--- src/rtl/accum_addr_sequencer.sv ---
// Accumulator write-address sequencer: walks the output rows of a tiled matmul job
// and skews each row's address across the accumulator columns, one stage per column.

module accum_col_stage #(
    parameter int AW = 10
) (
    input  logic          clk,
    input  logic          rst_n,
    input  logic          ld,
    input  logic          en_in,
    input  logic [AW-1:0] addr_in,
    output logic          en_out,
    output logic [AW-1:0] addr_out
);

    always_ff @(posedge clk or negedge rst_n) begin
        if (!rst_n) begin
            en_out   <= 1'b0;
            addr_out <= '0;
        end else begin
            en_out <= en_in;
            if (ld) addr_out <= addr_in;
        end
    end

endmodule

module accum_addr_sequencer #(
    parameter  int MAX_OUT_ROWS = 128,
    parameter  int MAX_OUT_COLS = 128,
    parameter  int SYS_ARR_ROWS = 16,
    parameter  int SYS_ARR_COLS = 16,
    localparam int NSM = MAX_OUT_ROWS / SYS_ARR_ROWS,
    localparam int NSN = MAX_OUT_COLS / SYS_ARR_COLS,
    localparam int AW  = $clog2(MAX_OUT_ROWS * NSN),
    localparam int MW  = $clog2(NSM) + 1,
    localparam int NW  = $clog2(NSN) + 1
) (
    input  logic                       clk,
    input  logic                       rst_n,
    input  logic                       start,
    input  logic [MW-1:0]              num_m,
    input  logic [NW-1:0]              num_n,
    input  logic                       out_valid,
    output logic                       busy,
    output logic                       done,
    output logic [SYS_ARR_COLS*AW-1:0] col_addr,
    output logic [SYS_ARR_COLS-1:0]    col_wr_en
);

    localparam int RW = (SYS_ARR_ROWS > 1) ? $clog2(SYS_ARR_ROWS) : 1;
    localparam int DW = (SYS_ARR_COLS > 1) ? $clog2(SYS_ARR_COLS) : 1;

    typedef enum logic [1:0] {IDLE, RUN, DRAIN} state_t;

    state_t        state;
    logic [RW-1:0] sub_row;
    logic [MW-1:0] sm, lim_m, m_clamped;
    logic [NW-1:0] sn, lim_n, n_clamped;
    logic [DW-1:0] drain_cnt;

    logic          accept, row_last, sm_last, sn_last, last_row;
    logic [AW-1:0] row_addr;

    logic [SYS_ARR_COLS-1:0][AW-1:0] addr_d, addr_q;
    logic [SYS_ARR_COLS-1:0]         en_d, en_q, ld_d;

    always_comb begin
        m_clamped = num_m;
        if (num_m == '0)            m_clamped = MW'(1);
        else if (num_m > MW'(NSM))  m_clamped = MW'(NSM);
        n_clamped = num_n;
        if (num_n == '0)            n_clamped = NW'(1);
        else if (num_n > NW'(NSN))  n_clamped = NW'(NSN);
    end

    assign accept   = (state == RUN) && out_valid;
    assign row_last = (sub_row == RW'(SYS_ARR_ROWS - 1));
    assign sm_last  = (sm == lim_m - MW'(1));
    assign sn_last  = (sn == lim_n - NW'(1));
    assign last_row = row_last && sm_last && sn_last;

    // Rows leave the array bottom-first, hence the reversed row offset.
    assign row_addr = AW'(sn) * AW'(MAX_OUT_ROWS) + AW'(sm) * AW'(SYS_ARR_ROWS)
                    + AW'(SYS_ARR_ROWS - 1) - AW'(sub_row);

    always_ff @(posedge clk or negedge rst_n) begin
        if (!rst_n) begin
            state     <= IDLE;
            busy      <= 1'b0;
            done      <= 1'b0;
            sub_row   <= '0;
            sm        <= '0;
            sn        <= '0;
            lim_m     <= '0;
            lim_n     <= '0;
            drain_cnt <= '0;
        end else begin
            done <= 1'b0;
            case (state)
                IDLE: begin
                    if (start) begin
                        lim_m   <= m_clamped;
                        lim_n   <= n_clamped;
                        sub_row <= '0;
                        sm      <= '0;
                        sn      <= '0;
                        busy    <= 1'b1;
                        state   <= RUN;
                    end
                end
                RUN: begin
                    if (out_valid) begin
                        if (row_last) begin
                            sub_row <= '0;
                            if (sm_last) begin
                                sm <= '0;
                                sn <= sn_last ? '0 : sn + NW'(1);
                            end else begin
                                sm <= sm + MW'(1);
                            end
                        end else begin
                            sub_row <= sub_row + RW'(1);
                        end
                        if (last_row) begin
                            state     <= DRAIN;
                            drain_cnt <= DW'(SYS_ARR_COLS - 1);
                            done      <= (SYS_ARR_COLS == 1);
                        end
                    end
                end
                DRAIN: begin
                    // done lines up with the last column's final write.
                    if (drain_cnt == '0) begin
                        state <= IDLE;
                        busy  <= 1'b0;
                    end else begin
                        drain_cnt <= drain_cnt - DW'(1);
                        done      <= (drain_cnt == DW'(1));
                    end
                end
                default: begin
                    state <= IDLE;
                    busy  <= 1'b0;
                end
            endcase
        end
    end

    for (genvar c = 0; c < SYS_ARR_COLS; c++) begin : g_col
        if (c == 0) begin : g_head
            assign ld_d[c]   = accept;
            assign en_d[c]   = accept;
            assign addr_d[c] = row_addr;
        end else begin : g_tail
            assign ld_d[c]   = 1'b1;
            assign en_d[c]   = en_q[c-1];
            assign addr_d[c] = addr_q[c-1];
        end

        accum_col_stage #(.AW(AW)) u_stage (
            .clk     (clk),
            .rst_n   (rst_n),
            .ld      (ld_d[c]),
            .en_in   (en_d[c]),
            .addr_in (addr_d[c]),
            .en_out  (en_q[c]),
            .addr_out(addr_q[c])
        );
    end

    assign col_addr  = addr_q;
    assign col_wr_en = en_q;

endmodule

--- config.mk ---
export PLATFORM = sky130hd
export DESIGN_NAME = accum_addr_sequencer
export DESIGN_NICKNAME = d
export VERILOG_FILES = /design/src/rtl/accum_addr_sequencer.sv
export SDC_FILE = /design/constraint.sdc
export NUM_CORES = 1
export LEC_CHECK = 0
export ABC_AREA = 1
export BUFFER_PORTS_ARGS = -buffer_cell sky130_fd_sc_hd__buf_2
export CAP_MARGIN = 20
export CORE_UTILIZATION = 45
export CTS_CLUSTER_DIAMETER = 200
export DETAILED_ROUTE_END_ITERATION = 10
export PLACE_DENSITY = 0.71
export SYNTH_ARGS = -nofsm -noshare
export SYNTH_HDL_FRONTEND = slang
export SYNTH_HIERARCHICAL = 1
export SYNTH_SLANG_ARGS = --single-unit
--- constraint.sdc ---
create_clock -name clk -period 3.7 [get_ports clk]
set_input_delay 0.37 -clock clk [delete_from_list [all_inputs] [get_ports clk]]
set_output_delay 0.37 -clock clk [all_outputs]
set_load 0.05 [all_outputs]
Word-level counts from Yosys, hierarchy flattened
Index checks and enable logic that the tools add are counted.

Flip-flop bits (word level): 204. Input bits: 12. Output and inout bits: 178. Word-level logic and storage cells: 113.

$add $sub $neg: 9. Order comparisons: 2. Equality and inequality tests: 13. Multiplexer cells: 31. Bitwise gates (word level): 1. Reductions and logical operators: 16.

Operators with widths (number): $mux W4 (17); $pmux W4 S2 (4); $ne A2 B2 Y1 const B (7); $add A4 B1 Y4 const B (3); $logic_not A4 Y1 (3); $reduce_and A4 Y1 (3); $sub A4 B1 Y4 const B (3); $add A10 B4 Y10 const B (1); $add A10 B8 Y10 (1); $sub A10 B4 Y10 (1); $eq A4 B4 Y1 (2); $gt A4 B4 Y1 const B (2); $mux W2 (4); $pmux W2 S3 (1); $reduce_and A3 Y1 (2); $reduce_and A5 Y1 (1); $eq A4 B1 Y1 const B (1); $eq A4 B4 Y1 const B (1); $mux W1 (4); $reduce_bool A2 Y1 (2); $logic_and A1 B1 Y1 (3); $pmux W1 S3 (1); $eq A2 B1 Y1 const B (1); $eq A2 B2 Y1 const B (1); other kinds (3) (3).

Depth between registers and ports, before layout
Gate-level depths: netlist of the first run.

Depth in word-level cells: 7. Depth in mapped cells: 12.

Modules after synthesis
The synthesis of the first run kept the hierarchy.

By module, submodules not included: accum_col_stage (times used 16, cells each 43, area an instance 402.9 sq um); accum_addr_sequencer (times used 1, cells each 228, area an instance 1805.5 sq um).

Least setup slack after synthesis of the first run
No wires, ideal clock.

Path kind: reg2reg. Start point: reg sn[0]. End point: reg g_col[0].u_stage.addr_out[8]. Arrival time: 1599 ps. Required time: 3635 ps. Slack: 2036 ps. Cell stages (with the launch flop): 10. Buffers on the path: 0. Period minus slack after synthesis: 1664 ps. Cell sequence: dfrtp_1 inv_1 ha_1 inv_1 ha_1 inv_1 o31ai_1 xor2_1 nand2_1 nand2_1.

Longest elaborated chain between the ends: 3.

Ends and longest elaborated chain: start: declaration (line 59) `logic [NW-1:0] sn, lim_n, n_clamped;`; start signal: assignment (line 118) `sn <= sn_last ? '0 : sn + NW'(1);`; $add A10 B8 Y10 (line 84) `assign row_addr = AW'(sn) * AW'(MAX_OUT_ROWS) + AW'(sm) * AW'(SYS_ARR_ROWS)`; $add A10 B4 Y10 (line 85) `+ AW'(SYS_ARR_ROWS - 1) - AW'(sub_row);`; $sub A10 B4 Y10 (line 85); net row_addr[8] (line 63) `logic [AW-1:0] row_addr;`; end signal: assignment (line 22) `if (ld) addr_out <= addr_in;`; end: declaration (line 13) `output logic [AW-1:0] addr_out`.

The timed path passes the listed nets, and every way through them passes these cells. A chain may end at the register's enable or synchronous reset.

Worst setup path after layout of the first run
Same ends and word-level chain as after synthesis.

==> results of run 1 <==
## cells in the final DEF, fill, tap and decap left out, drive strengths merged
cell	instances
nand2	539
dfrtp	204
buf	191
inv	58
clkbuf	33
conb	30
nand3	16
ha	14
nor2	14
o21ai	13
a21oi	12
nand4	8
o22ai	6
clkinv	6
xor2	5
xnor2	5
or2	2
o31ai	1
nor3	1
nand3b	1
o21bai	1
bufinv	1
## cell families (layout without fill, tap and decap cells)
group / after synthesis / count (layout) / synth area share (%)
xor gates and xnor gates: 10 / 10 / 1.061
adders and majority gates: 14 / 14 / 2.123
buffers and inverters: 73 / 289 / 4.807
AOI/OAI and AO/OA: 33 / 33 / 2.335
DFF: 204 / 204 / 61.87
other: 1 / 30 / 0.04545
and+or+nand+nor: 581 / 581 / 27.76
## flip-flops by register name (all words and copies together), names as in the netlist
signal	flops
g_col.u_stage/en_out	16
lim_m	4
lim_n	4
g_col.u_stage/addr_out	160
done	1
sn	4
busy	1
sm	4
state	2
sub_row	4
drain_cnt	4
## power groups by stage
stage	Combinational (W)	Sequential [W]	Clock, W
2_1_floorplan	0.000644	0.00455	0
3_3_place_gp	0.00275	0.00313	0
3_5_place_dp	0.00278	0.00314	0
4_1_cts	0.00279	0.00311	0.00218
5_1_grt	0.00299	0.00318	0.00229
6_report	0.00279	0.00311	0.00212
## stage by stage
step | hold WS (ns) | std cells | util [%] | cell area [um^2]
floorplan | 0.07441 | 945 | - | 8361
global route | 0.002489 | 1390 | 56.55 | 10160
CTS | 0.009987 | 1390 | 56.55 | 10160
finish | -0.02419 | 1390 | 56.55 | 10160
global placement | 0.3504 | 1350 | 52.64 | 9457
detailed placement | 0.3569 | 1350 | 52.64 | 9457
## worst min-delay path by stage
stage	to	slack, ns	depth (start not counted)
after floorplan	busy	0.07	0
after global placement	g_col[5].u_stage/en_out	0.35	0
after detailed placement	g_col[9].u_stage/en_out	0.36	0
after CTS	g_col[9].u_stage/addr_out[2]	0.01	1
after global routing	g_col[9].u_stage/addr_out[2]	0.002	1
final	g_col[9].u_stage/addr_out[2]	-0.02	1
## layout make-up
class / count / area [um^2]
well taps: 229 / 286.5
clock buffers: 32 / 629.4
inverters: 57 / 216.5
clock inverters: 8 / 72.57
repair buffers: 192 / 989.7
multi-input cells: 668 / 2859
flip-flops and latches: 204 / 5105
fillers: 1637 / 7805
## routing by layer
| layer | part of all wire, % | track usage (%) | vias up | routed length (um) |
|---|---|---|---|---|
| met5 | 0 | 0 | - | 0 |
| met4 | 1.4 | 4.762 | 0 | 252 |
| met3 | 6.4 | 3.569 | 24 | 1171 |
| met2 | 47 | 30.82 | 185 | 8599 |
| met1 | 45 | 26.42 | 3056 | 8227 |
| li1 | - | - | 3246 | - |
==> flow_summary.ini, run 1 <==
[global_routing]
grt_max_degree = 111
grt_overflow = 0
track_usage_pct = 19.07
grt_pass1_vias = 5984
antenna_found_initial = 0
grt_pass1_wl_um = 28960

[clock_tree]
insertion_delay_ns = 0.50
clkTransAtPathRegs_ns = 0.06
cts_buffers = 23
cts_tree = built
root_buffer = clkbuf_16
clock-sinks = 204
postCtsResizedCells = 0
h-tree-depth = 1
cts_max_path_buffers = 3
post_cts_buffers = 0
postCtsHoldBufs = 0

[setup_path]
cp_data_required_time_ns = 4.13
cp_max_fo = 6
cp-endpoint = g_col[0].u_stage/addr_out[8]
crit_start = sn[0]
path_depth = 9
path_cells = inv_1 > ha_1 > inv_1 > ha_1 > inv_1 > o31ai_1 > xor2_1 > nand2_1 > nand2_1
cp-start-kind = flip-flop
r2r-start = sn[0]
ff2ff_path_depth = 9
worstPathArrival_ns = 2.25
path_buf_inv = 3
reg2reg_to = g_col[0].u_stage/addr_out[8]
critical-path-top-delay-family = adder cells
path_common_cell = inv_1
critical_path_class = reg2reg
slowest_stage = dfrtp_1
slowest_delay_ns = 0.44
reg2reg_setup_slack_ns = 1.88
cp-end-kind = flip-flop

[floorplanning]
fp.dieW_um = 137.4
die_y_um = 137.4
start_util_pct = 45.94
core_area_um2 = 17960
die_area_um2 = 18880
io_pins = 190
rows = 49

[power_and_ir_drop]
cellPowerDensity_nw_per_um2 = 789.5
p_int_w = 0.004557
power_w = 0.008021
leakage_nw = 6.129
switchingPower_w = 0.003463
sequentialPowerShare_pct = 38.8
switching_share_pct = 43.18
pwr-share-clk_pct = 26.4
pwr-share-comb_pct = 34.8
peakVddDrop_uv = 506.1

[placed_design]
dp_slack_ns = 1.890
gp_congestion = 0.7934
port_buffers = 189
dpl.hpwl_um = 12920

[detailed_routing]
vias = 6511
drcViolationCount = 0
wl_um = 18250
avgViaCountPerCell = 4.684
drtIter0Drc = 389
drtAntennaViolNets = 0
routedWlPerCell_um = 13.13
drtPass1Iterations = 4

[timing]
setup_violations = 0
final_max_slew_viol_count = 0
worst_slack_ns = 1.879
final-hold-violation-count = 16
fin_crit_sh_pct = 49.23
period_needed_ns = 1.821
tns_ns = 0
fmax_mhz = 549.0
rsz0062_at_grt = false
finClkSkew_ns = 0.009972
hold-worst-slack_ns = -0.02419
relSlewSlack_pct = 41.57
tightest_slew_ns = 0.8765

[synth]
ys.flop_type = dfrtp_1
synth_largest_area_cell = dfrtp_1
synth_cell_types = 28
synth-async-reset-ratio_pct = 100.0
synth_edf_count = 0
ys_ff_latch = 204
synthesis.area_um2 = 8252
ys_warn_count = 6
synth_commonest_cells = nand2_1, dfrtp_1, inv_1
seq_area_frac_synth_pct = 61.87
synth_area_leaders = dfrtp_1, nand2_1, buf_6
syn_avg_cell_area_um2 = 9.008
synth_most_common_cell = nand2_1
yosysTopAreaCellShare_pct = 61.87
syn_inst = 916

[flow_run]
drv_cap = 0

[status]
violations = hold timing
outcome = finished with violations

[layout]
fin_nets = 1172
synthToLayoutAreaGrowth_pct = 23.11
antennaDiodeCount = 0
drive_above_1_share_pct = 22.48

[min_path]
min_path_type = in2async
Power figures use the tool's default switching activity.
==> inputs of run 2 (changes only) <==
clock period = 1.7 ns   (was 3.7 ns; I/O delays follow)
==> flow_summary.ini, run 2 (synthesis results as in run 1) <==
[status]
outcome = finished, final reports clean

[setup_path]
cp_max_fo = 3
worstPathArrival_ns = 2.06
cp_data_required_time_ns = 2.09
critical_path_class = reg2reg
cp-end-kind = flip-flop
cp-start-kind = flip-flop

[placed_design]
dpl.hpwl_um = 13250
dp_slack_ns = 0.006961
gp_congestion = 0.8096
port_buffers = 189

[timing]
relSlewSlack_pct = 65.14
final_max_slew_viol_count = 0
rsz0062_at_grt = true
period_needed_ns = 1.667
finClkSkew_ns = 0.009043
tightest_slew_ns = 0.5229
tns_ns = 0
setup_violations = 0
fmax_mhz = 599.9
final-hold-violation-count = 0
worst_slack_ns = 0.03295
fin_crit_sh_pct = 98.06

[flow_run]
drv_cap = 0

[layout]
mostFrequentLayoutCell = nand2_1
fin_nets = 1195
synthToLayoutAreaGrowth_pct = 26.58
regMostFlops = g_col.u_stage/addr_out
final_cell_mix = nand2_1, dfrtp_1, buf_2, inv_1, conb_1
antennaDiodeCount = 0
drive_above_1_share_pct = 24.15
largest_register_ffs = 160
reg.largest.list = g_col.u_stage/addr_out (160), g_col.u_stage/en_out (16)

[detailed_routing]
routedWlPerCell_um = 13.22
drtAntennaViolNets = 0
drcViolationCount = 0
wl_um = 18630
avgViaCountPerCell = 4.730
drtIter0Drc = 275
drtPass1Iterations = 4
vias = 6665

[clock_tree]
cts_max_path_buffers = 3
root_buffer = clkbuf_16
insertion_delay_ns = 0.50
clkTransAtPathRegs_ns = 0.06
clock-sinks = 204
cts_tree = built
h-tree-depth = 1
cts_buffers = 22

[floorplanning]
die_y_um = 137.4
start_util_pct = 45.94
io_pins = 190
die_area_um2 = 18880
rows = 49
fp.dieW_um = 137.4
core_area_um2 = 17960

[global_routing]
grt_pass1_wl_um = 29410
grt_overflow = 0
grt_pass1_vias = 6105
track_usage_pct = 19.38
antenna_found_initial = 0
grt_max_degree = 59

[power_and_ir_drop]
power_w = 0.01759
leakage_nw = 6.209
peakVddDrop_uv = 1313
cellPowerDensity_nw_per_um2 = 1684

[min_path]
min_path_type = in2reg
## run 2: final timing paths
kind                                               from  cells past startpoint                            to  slack (ns)
worst min-delay path                              start                      4                    sub_row[0]        0.07
min in group asynchronous                         rst_n                      2  g_col[9].u_stage/addr_out[8]        0.21
worst max-delay path                              sn[0]                      9  g_col[0].u_stage/addr_out[8]        0.03
worst max register to register                    sn[0]                      9  g_col[0].u_stage/addr_out[8]        0.03
max in group asynchronous                         rst_n                      3       g_col[8].u_stage/en_out        0.87
worst min register to register  g_col[7].u_stage/en_out                      0       g_col[8].u_stage/en_out        0.37
## run 2: what timing repair did
item	in CTS	in global routing
gates resized for setup	1	19
pin swaps	0	9
gates cloned	0	0
hold buffers	9	0
setup endpoints to repair	1	16
buffers inserted	0	4
hold endpoints to repair	60	0
## run 2: power breakdown
| part | internal [W] | total [W] | leakage [nW] | switching [W] |
|---|---|---|---|---|
| clock network | 0.00265 | 0.00449 | 0.331 | 0.00184 |
| logic | 0.00148 | 0.00633 | 3.26 | 0.00485 |
| registers | 0.00587 | 0.00678 | 2.62 | 0.000905 |
| total | 0.0100 | 0.0176 | 6.21 | 0.00759 |
## run 2: through the flow
stage	cell area (um^2)	std cells	util [%]	hold WS [ns]
finish	10450	1409	58.15	0.06552
global route	10450	1409	58.15	0.07836
CTS	10330	1405	57.51	0.05447
detailed placement	9564	1361	53.24	0.1910
global placement	9564	1361	53.24	0.1879
floorplan	8361	945	-	-0.1256
## run 2: final cells by class
cell class / instances / area (um^2)
timing repair buffer: 216 / 1217
multi-input combinational: 668 / 2945
fill: 1598 / 7518
sequential: 204 / 5105
clock buffer: 30 / 610.6
inverter: 57 / 219.0
clock inverter: 5 / 61.31
tap: 229 / 286.5
## run 2: worst max-delay path, stage by stage, from the launching register on
cell	delay (ns)
dfrtp_1	0.38
inv_1	0.12
ha_4	0.22
inv_2	0.06
ha_4	0.21
a21oi_2	0.17
o31ai_4	0.09
xor2_1	0.16
nand2_1	0.08
nand2_1	0.05
## run 2: per-layer routing
metal	wire, um	track usage (%)	up-vias
met5	0	0	-
met4	338	5.372	0
met3	1093	3.716	28
met2	8862	31.74	190
met1	8332	26.22	3159
li1	-	-	3288
==> inputs of run 3 (changes only) <==
GPL_TIMING_DRIVEN = 0   (was not set)
==> flow_summary.ini, run 3 (synthesis results as in run 1) <==
[layout]
synthToLayoutAreaGrowth_pct = 28.78
final-seq-area_um2 = 5106
drive_above_1_share_pct = 25.25
final_cell_mix = nand2_1, dfrtp_1, buf_2, inv_1, conb_1
reg.largest.list = g_col.u_stage/addr_out (160), g_col.u_stage/en_out (16)
finish.utilization_pct = 59.16
antennaDiodeCount = 0
largest_register_ffs = 160
nFillCells = 1522
mostFrequentLayoutCell = nand2_1
multi_input_area_um2 = 2944
fin_nets = 1204
stdcell_count = 1421
regMostFlops = g_col.u_stage/addr_out

[floorplanning]
die_y_um = 137.4
io_pins = 190
start_util_pct = 45.94
rows = 49
core_area_um2 = 17960
die_area_um2 = 18880
fp.dieW_um = 137.4

[timing]
fin_crit_sh_pct = 98.15
tightest_slew_ns = 0.7971
fmax_mhz = 599.3
period_needed_ns = 1.669
rsz0062_at_grt = true
setup_violations = 0
final-hold-violation-count = 0
relSlewSlack_pct = 46.86
finClkSkew_ns = 0.01227
final_max_slew_viol_count = 0
hold-worst-slack_ns = 0.04417

[global_routing]
grt_pass1_wl_um = 29530
antenna_found_initial = 0
track_usage_pct = 19.46
grt_pass1_vias = 6180
grt_overflow = 0
grt_max_degree = 110

[clock_tree]
clock-sinks = 204
clkTransAtPathRegs_ns = 0.06
h-tree-depth = 1
cts_max_path_buffers = 3
cts_tree = built
cts_buffers = 23
insertion_delay_ns = 0.50
root_buffer = clkbuf_16

[min_path]
min_path_type = in2reg

[detailed_routing]
vias = 6630
met3_wirelength_um = 1066
drtPass1Iterations = 4
routedWlPerCell_um = 13.04
met2_length_um = 9040
wl_met1_um = 8116
avgViaCountPerCell = 4.666
drcViolationCount = 0
drtIter0Drc = 218
top_layer = met4
wl_um = 18530
drtAntennaViolNets = 0

[power_and_ir_drop]
leakage_nw = 6.314
peakVddDrop_uv = 1289
cellPowerDensity_nw_per_um2 = 1681

[placed_design]
dp.cells = 1364
dpl.hpwl_um = 12880
port_buffers = 189
gp_congestion = 0.8068

[setup_path]
worstPathArrival_ns = 2.05
critical_path_class = reg2reg
slowest_stage = dfrtp_1
cp_data_required_time_ns = 2.08
path_cells = inv_2 > ha_4 > inv_2 > ha_4 > a21oi_2 > o31ai_4 > xor2_1 > nand2_1 > nand2_1
slowest_delay_ns = 0.39
cp-start-kind = flip-flop
cp-end-kind = flip-flop
cp_max_fo = 3

[flow_run]
drv_cap = 0

[status]
outcome = finished, final reports clean
[run 3: changes by cell type in the layout (fill, tap and decap cells not counted), sizes merged]
cell	before	now
buf	206	215
clkbuf	31	34
clkinv	4	2
inv	57	59
[run 3: power breakdown]
part	switching (W)	internal [W]
logic	0.00484	0.00148
registers	0.000906	0.00587
clock network	0.00186	0.00290
[run 3: worst paths after layout]
check | start | end | slack [ns] | cells past startpoint
worst max-delay path | sm[3] | g_col[0].u_stage/addr_out[8] | 0.03 | 9
max in group asynchronous | rst_n | sn[0] | 0.41 | 3
min in group asynchronous | rst_n | g_col[9].u_stage/addr_out[0] | 0.34 | 2
worst min register to register | g_col[7].u_stage/en_out | g_col[8].u_stage/en_out | 0.37 | 0
worst max register to register | sm[3] | g_col[0].u_stage/addr_out[8] | 0.03 | 9
worst min-delay path | start | busy | 0.04 | 3
[run 3: through the flow]
| stage | power [W] | cell area (um^2) | setup WS (ns) | TNS, ns |
|---|---|---|---|---|
| finish | 0.01786 | 10630 | 0.03143 | 0 |
| global route | 0.01881 | 10630 | -0.06964 | -0.3700 |
| CTS | 0.01780 | 10510 | -0.0005758 | -0.0005758 |
| detailed placement | 0.01292 | 9630 | -0.1025 | -0.4630 |
| global placement | 0.01282 | 9593 | -2.940 | -596.98 |
| floorplan | 0.01131 | 8361 | 0.03567 | 0 |
[run 3: per-layer routing]
layer	vias to the layer above	global-route usage [%]
li1	3320	-
met1	3120	25.71
met2	165	32.72
met3	25	3.679
met4	0	5.128
met5	-	0
[run 3: layout make-up]
| class | count | share of cell area [%] |
|---|---|---|
| Clock inverter | 5 | 0.5652 |
| Inverter | 57 | 2.061 |
| Tap cell | 229 | 2.696 |
| Multi-Input combinational cell | 668 | 27.71 |
| Clock buffer | 34 | 6.370 |
| Sequential cell | 204 | 48.05 |
| Timing Repair Buffer | 208 | 10.86 |
| Buffer | 16 | 1.696 |
[run 3: critical path, delay by kind of cell, from the launching register on]
kind / cells / cell delay, ns
simple gates: 2 / 0.11
xor+xnor: 1 / 0.16
buf+inv: 2 / 0.11
compound gates: 2 / 0.26
flops: 1 / 0.39
fa+ha+maj: 2 / 0.52
[run 3: what timing repair did]
item                       in CTS  in global routing
pin swaps                       3                 13
setup buffers                   4                  5
hold endpoints to repair      116                  0
gates resized for setup         3                 18
gates cloned                    0                  0
hold buffers                    9                  0
setup endpoints to repair       6                 15
